===== config.mk =====
export PLATFORM = sky130hd
export DESIGN_NAME = uart_tx_fsm_flat
export DESIGN_NICKNAME = d
export VERILOG_FILES = /design/src/rtl/uart_tx_fsm_if.sv /design/src/rtl/uart_tx_fsm.sv /design/src/flat_wrapper.sv
export SDC_FILE = /design/constraint.sdc
export NUM_CORES = 1
export LEC_CHECK = 0
export ABC_AREA = 1
export CORE_MARGIN = 5
export CORE_UTILIZATION = 29
export CTS_CLUSTER_DIAMETER = 50
export CTS_CLUSTER_SIZE = 16
export DETAILED_ROUTE_END_ITERATION = 7
export HOLD_SLACK_MARGIN = 0.08
export PLACE_DENSITY = 0.59
export SETUP_SLACK_MARGIN = 0.1
export SLEW_MARGIN = 15
export SYNTH_ARGS = -nofsm -noshare
export SYNTH_HDL_FRONTEND = slang
export SYNTH_SLANG_ARGS = --single-unit
export TNS_END_PERCENT = 50

===== constraint.sdc =====
create_clock -name clk -period 2.7 [get_ports clk]
set_input_delay 0.54 -clock clk [delete_from_list [all_inputs] [get_ports clk]]
set_output_delay 0.54 -clock clk [all_outputs]
set_load 0.02 [all_outputs]

===== src/rtl/uart_tx_fsm_if.sv =====
// Handshake bundle between the UART TX frame controller, its byte source and the serializer.
interface uart_tx_fsm_if #(
  parameter int unsigned DATA_WIDTH = 8
);
  logic [DATA_WIDTH-1:0] P_DATA;
  logic                  Data_Valid;
  logic                  PAR_EN;
  logic                  PAR_TYP;
  logic                  ser_done;
  logic                  ser_data;
  logic                  Load;
  logic                  ser_en;
  logic                  TX_OUT;
  logic                  Busy;

  modport master (
    output P_DATA, Data_Valid, PAR_EN, PAR_TYP, ser_done, ser_data,
    input  Load, ser_en, TX_OUT, Busy
  );

  modport slave (
    input  P_DATA, Data_Valid, PAR_EN, PAR_TYP, ser_done, ser_data,
    output Load, ser_en, TX_OUT, Busy
  );
endinterface


===== src/rtl/uart_tx_fsm.sv =====
// UART transmit frame controller: sequences start, serializer data, optional parity and stop
// bits onto a registered idle-high line; clk is the baud clock.
module uart_tx_fsm #(
  parameter int unsigned DATA_WIDTH = 8
) (
  input  logic           clk,
  input  logic           RST_n,
  uart_tx_fsm_if.slave   bus
);

  typedef enum logic [2:0] {
    IDLE,
    START,
    DATA,
    PARITY,
    STOP
  } state_t;

  state_t                state;
  state_t                next_state;
  logic [DATA_WIDTH-1:0] data_s;
  logic                  par_data_q;
  logic                  par_en_q;
  logic                  par_typ_q;
  logic                  par_bit;
  logic                  mux;
  logic                  load_c;
  logic                  ser_en_c;
  logic                  tx_q;
  logic                  busy_q;

  assign data_s  = bus.P_DATA;
  // Data parity and parity type are held separately; their XOR is the parity bit.
  assign par_bit = par_data_q ^ par_typ_q;

  always_comb begin
    next_state = state;
    mux        = 1'b1;
    load_c     = 1'b0;
    ser_en_c   = 1'b0;
    case (state)
      IDLE: begin
        if (bus.Data_Valid) begin
          load_c     = 1'b1;
          next_state = START;
        end
      end
      START: begin
        mux        = 1'b0;
        ser_en_c   = 1'b1;
        next_state = DATA;
      end
      DATA: begin
        mux      = bus.ser_data;
        // Shift enable must drop with ser_done so the serializer counter stops at 0.
        ser_en_c = !bus.ser_done;
        if (bus.ser_done) begin
          next_state = par_en_q ? PARITY : STOP;
        end
      end
      PARITY: begin
        mux        = par_bit;
        next_state = STOP;
      end
      STOP: begin
        next_state = IDLE;
      end
      default: begin
        next_state = IDLE;
      end
    endcase
  end

  always_ff @(posedge clk or negedge RST_n) begin
    if (!RST_n) begin
      state      <= IDLE;
      tx_q       <= 1'b1;
      busy_q     <= 1'b0;
      par_data_q <= 1'b0;
      par_en_q   <= 1'b0;
      par_typ_q  <= 1'b0;
    end else begin
      state  <= next_state;
      tx_q   <= mux;
      busy_q <= (next_state != IDLE);
      if (load_c) begin
        par_data_q <= ^data_s;
        par_en_q   <= bus.PAR_EN;
        par_typ_q  <= bus.PAR_TYP;
      end
    end
  end

  assign bus.Load   = load_c;
  assign bus.ser_en = ser_en_c;
  assign bus.TX_OUT = tx_q;
  assign bus.Busy   = busy_q;

endmodule


===== src/flat_wrapper.sv =====
// flat-port wrapper written by rule: the top's interface ports become plain ports
module uart_tx_fsm_flat 
#(
  parameter int unsigned DATA_WIDTH = 8
)
  (clk, RST_n, bus_P_DATA, bus_Data_Valid, bus_PAR_EN, bus_PAR_TYP, bus_ser_done, bus_ser_data, bus_Load, bus_ser_en, bus_TX_OUT, bus_Busy);
  uart_tx_fsm_if #(.DATA_WIDTH(DATA_WIDTH)) bus_i ();
  input  logic clk;
  input  logic RST_n;
  input wire logic [$bits(bus_i.P_DATA)-1:0] bus_P_DATA;
  input wire logic [$bits(bus_i.Data_Valid)-1:0] bus_Data_Valid;
  input wire logic [$bits(bus_i.PAR_EN)-1:0] bus_PAR_EN;
  input wire logic [$bits(bus_i.PAR_TYP)-1:0] bus_PAR_TYP;
  input wire logic [$bits(bus_i.ser_done)-1:0] bus_ser_done;
  input wire logic [$bits(bus_i.ser_data)-1:0] bus_ser_data;
  output wire logic [$bits(bus_i.Load)-1:0] bus_Load;
  output wire logic [$bits(bus_i.ser_en)-1:0] bus_ser_en;
  output wire logic [$bits(bus_i.TX_OUT)-1:0] bus_TX_OUT;
  output wire logic [$bits(bus_i.Busy)-1:0] bus_Busy;
  assign bus_i.P_DATA = bus_P_DATA;
  assign bus_i.Data_Valid = bus_Data_Valid;
  assign bus_i.PAR_EN = bus_PAR_EN;
  assign bus_i.PAR_TYP = bus_PAR_TYP;
  assign bus_i.ser_done = bus_ser_done;
  assign bus_i.ser_data = bus_ser_data;
  assign bus_Load = bus_i.Load;
  assign bus_ser_en = bus_i.ser_en;
  assign bus_TX_OUT = bus_i.TX_OUT;
  assign bus_Busy = bus_i.Busy;
  uart_tx_fsm #(.DATA_WIDTH(DATA_WIDTH)) u_core (.clk(clk), .RST_n(RST_n), .bus(bus_i));
endmodule

==> impl.org <==
** Critical path
- Count of cells along the worst register-to-register path :: 7
- In this run the worst path has a maximum fanout of 3.
- R2r setup slk :: 1.59 ns
- Startpoint of the worst-slack reg-to-reg timing path :: u_core.state[0]
- Crit start category :: input port
- Worst path arrival time :: 1.84 ns
- Data required, critical path :: 2.16 ns
- In this run the critical register-to-register path is captured at u_core.par_data_q.
- The worst setup path is of the input port to output port kind.
- The worst setup path is captured at an output port.

** Clocking
- Number of buffers inserted by post-CTS setup repair :: 0
- CTS placed an instance of clkbuf_4 at the clock tree root.
- CTS tree :: done
- Clock tree synthesis inserted a total of 3 buffers.
- Clock-pin slew was measured on the worst setup and hold paths at 0.05 ns.
- CTS H-tree depth :: 1
- At the later pin of the worst-skew pair, clock insertion delay measures 0.25 ns.
- Buffers inserted to repair hold after CTS numbered 0.
- Number of sinks handled by clock tree synthesis :: 8
- After clock tree synthesis, the repair step resized 0 gates.
- Bufs on Longest Clock Path :: 2

** Yosys
- Post-Synthesis Cell Area :: 561.8 um2
- Most frequent cells after synthesis :: nand2_1 (47), inv_1 (12), dfrtp_1 (7), inv_2 (5)
- Sorting the synthesized cells by area gives the leading types as nand2_1 (31%), dfrtp_1 (31%), inv_1 (8.0%).
- The number of nets handed over by synthesis was 104.
- Netlist cell types :: 19
- Fraction of the yosys area taken by sequential cells :: 35.86%
- Synthesized instance count :: 89
- Number of warnings printed during yosys synthesis :: 0
- Counting flops with an async set or reset pin after synthesis yields a share of 100.0%.
- In the synthesized netlist the dominant register cell turns out to be dfrtp_1.
- In this run, synthesis inferred 0 flip-flops with an integrated enable.
- The biggest area contributor in the post-synthesis netlist is nand2_1.
- Leading cell type by number of instances after synthesis :: nand2_1
- Of the post-synthesis cell area, the dominant cell type holds 31.40%.
- Average instance area after synthesis :: 6.312 um2
- Flop and latch count out of synthesis :: 8

** Hold path
- Worst min-delay path category :: flip-flop to flip-flop
- The worst hold path was traced through 2 stages.
- The worst hold path terminates at u_core.par_typ_q.
- Worst hold start :: u_core.par_typ_q

** Cells and area
- Final cell count without fillers :: 139
- Cells with a size suffix above 1 make up 15.18% of the layout.
- In the final design database the tool counted 128 nets.
- For this run, the share of the core covered by cells in the final layout is 42.57%.
- After filler insertion, the fill cell instance count of the layout stands at 202.
- Area growth syn-to-layout :: 44.10%
- Count of inserted antenna diode cells :: 0

** Placed design
- At the end of routability-driven placement, the weighted congestion stood at 0.7710.
- HPWL after detailed placement :: 989.1 um
- Including well taps, the total number of placed cells is 135.
- Number of port buffers :: 18

** Global routing
- The first global-routing pass estimated 1.938 mm of wire.
- The number of global-route vias before repair is 544.
- Total routing usage reported by global routing :: 9.393%
- Global routing finished with a remaining overflow of 0.
- Entering global routing, the biggest net connects 9 pins.
- The number of antenna violations at the first check in global routing is 0.

** Floorplan
- Ports placed on the boundary :: 19
- Starting Density :: 29.54%
- Total die area :: 2918 um2
- Die Span X :: 54.02 um
- From bottom edge to top edge, the die measures 54.02 um.
- Site Rows :: 16
- Area of the placeable core :: 1902 um2

** Timing
- Clock period minus worst slack :: 2.377 ns
- On the final layout, the worst hold slack is 0.5053 ns.
- Max Slew Vio Count :: 0
- Unrepaired setup endpoints after global routing :: false
- Slew HR :: 76.40%
- Endpoints failing setup :: 0
- Measured slew at the worst slew-check pin :: 0.3528 ns
- The worst path uses 88.03% of the clock period.
- Largest clock skew in the final design :: 0.007254 ns
- The final-report hold violation count was 0.
- Adding up every negative setup slack in the final design gives 0 ns.
- For this run, the top clock speed supported by timing is 420.8 MHz.

** Power and ir drop
- Power density over the cells :: 839.6 nW/um2
- Leakage Power :: 0.4374 nW
- Max rail drop VDD :: 214.2 uV

** Routing
- Total iterations of the first detailed-routing run :: 5
- Routed wire length :: 1.174 mm
- Routed Antenna Nets :: 0
- In the routed design, unresolved DRC markers number 0.
- Dividing the detail-routed via count by the number of cells gives 4.201.
- DRT iter0 DRCs :: 13
- Number of vias after detailed routing :: 584
- DR WL/cell :: 8.446 um

** Outcome
- Outcome :: finished, final reports clean

** Job
- Max-cap viol count :: 0
cells in the final DEF, fill, tap and decap left out:
cell / netlist / layout
nor2_4: 1 / 1
o21ai_1: 1 / 1
nand2_2: 1 / 1
nand2_1: 47 / 47
inv_1: 12 / 12
dfstp_2: 1 / 1
a31oi_1: 1 / 1
dfrtp_1: 7 / 7
nor2_2: 2 / 2
nor3_4: 1 / 1
nand2_4: 1 / 1
clkbuf_4: 0 / 3
clkdlybuf4s50_1: 0 / 18
nand3_1: 1 / 1
clkbuf_1: 0 / 1
inv_2: 5 / 5
o21ai_0: 2 / 2
xor2_1: 1 / 1
buf_4: 0 / 1
nor2_1: 2 / 2
nor3_1: 1 / 1
a21oi_1: 1 / 1
nand3_2: 1 / 1
where the power goes:
group          total [mW]  switching (mW)  internal (mW)
clock              0.0981          0.0415         0.0566
combinational       0.359           0.201          0.158
sequential          0.223          0.0400          0.183
total               0.680           0.283          0.397
cell families (layout without fill, tap and decap cells):
kind of cell	after synthesis	count (layout)	synth area share [%]
simple gates	58	58	46.55
buf+inv	17	40	11.36
compound gates	5	5	4.676
flops	8	8	35.86
xor+xnor	1	1	1.559
layer usage:
metal,routed length [um],global-route usage [%],vias up
met3,67,1.108,2
met5,0,0,-
met2,628,16.94,17
li1,-,-,310
met4,19,8.714,0
met1,458,9.167,255
worst max path at each step:
stage | slack [ns] | end | cells past startpoint | from
after CTS | 0.32 | bus_ser_en | 5 | bus_ser_done
after detailed placement | 0.32 | bus_ser_en | 5 | bus_ser_done
after global placement | 0.34 | bus_Load | 4 | bus_Data_Valid
after global routing | 0.31 | bus_Load | 4 | bus_Data_Valid
final | 0.32 | bus_ser_en | 5 | bus_ser_done
after floorplan | 1.25 | bus_Load | 2 | bus_Data_Valid
cell type report:
type	instances	area (um2)	area share, %
clock buffers	4	26.28	3.246
inverters	17	63.81	7.883
multi-input cells	64	296.5	36.63
flip-flops and latches	8	201.4	24.88
well taps	27	33.78	4.173
repair buffers	19	187.7	23.18
critical path, stage by stage:
cell and delay, ns:
clkdlybuf4s50_1 0.46, nor2_2 0.13, inv_2 0.05, nand2_4 0.05
clkdlybuf4s50_1 0.60
per-stage QoR:
| step | setup WS (ns) | power (mW) | area [um2] |
|---|---|---|---|
| floorplan | 1.249 | 0.4527 | 561.8 |
| global placement | 0.3396 | 0.5814 | 783.3 |
| detailed placement | 0.3241 | 0.5876 | 783.3 |
| CTS | 0.3218 | 0.6899 | 809.5 |
| global route | 0.3054 | 0.7341 | 809.5 |
| finish | 0.3233 | 0.6797 | 809.5 |
flip-flops by register name (all words and copies together), names as in the netlist:
register	cells
u_core.par_typ_q	1
u_core.state	3
u_core.par_data_q	1
u_core.bus.Busy	1
u_core.bus.TX_OUT	1
u_core.par_en_q	1
No activity file was read; power rests on OpenSTA's default activity.
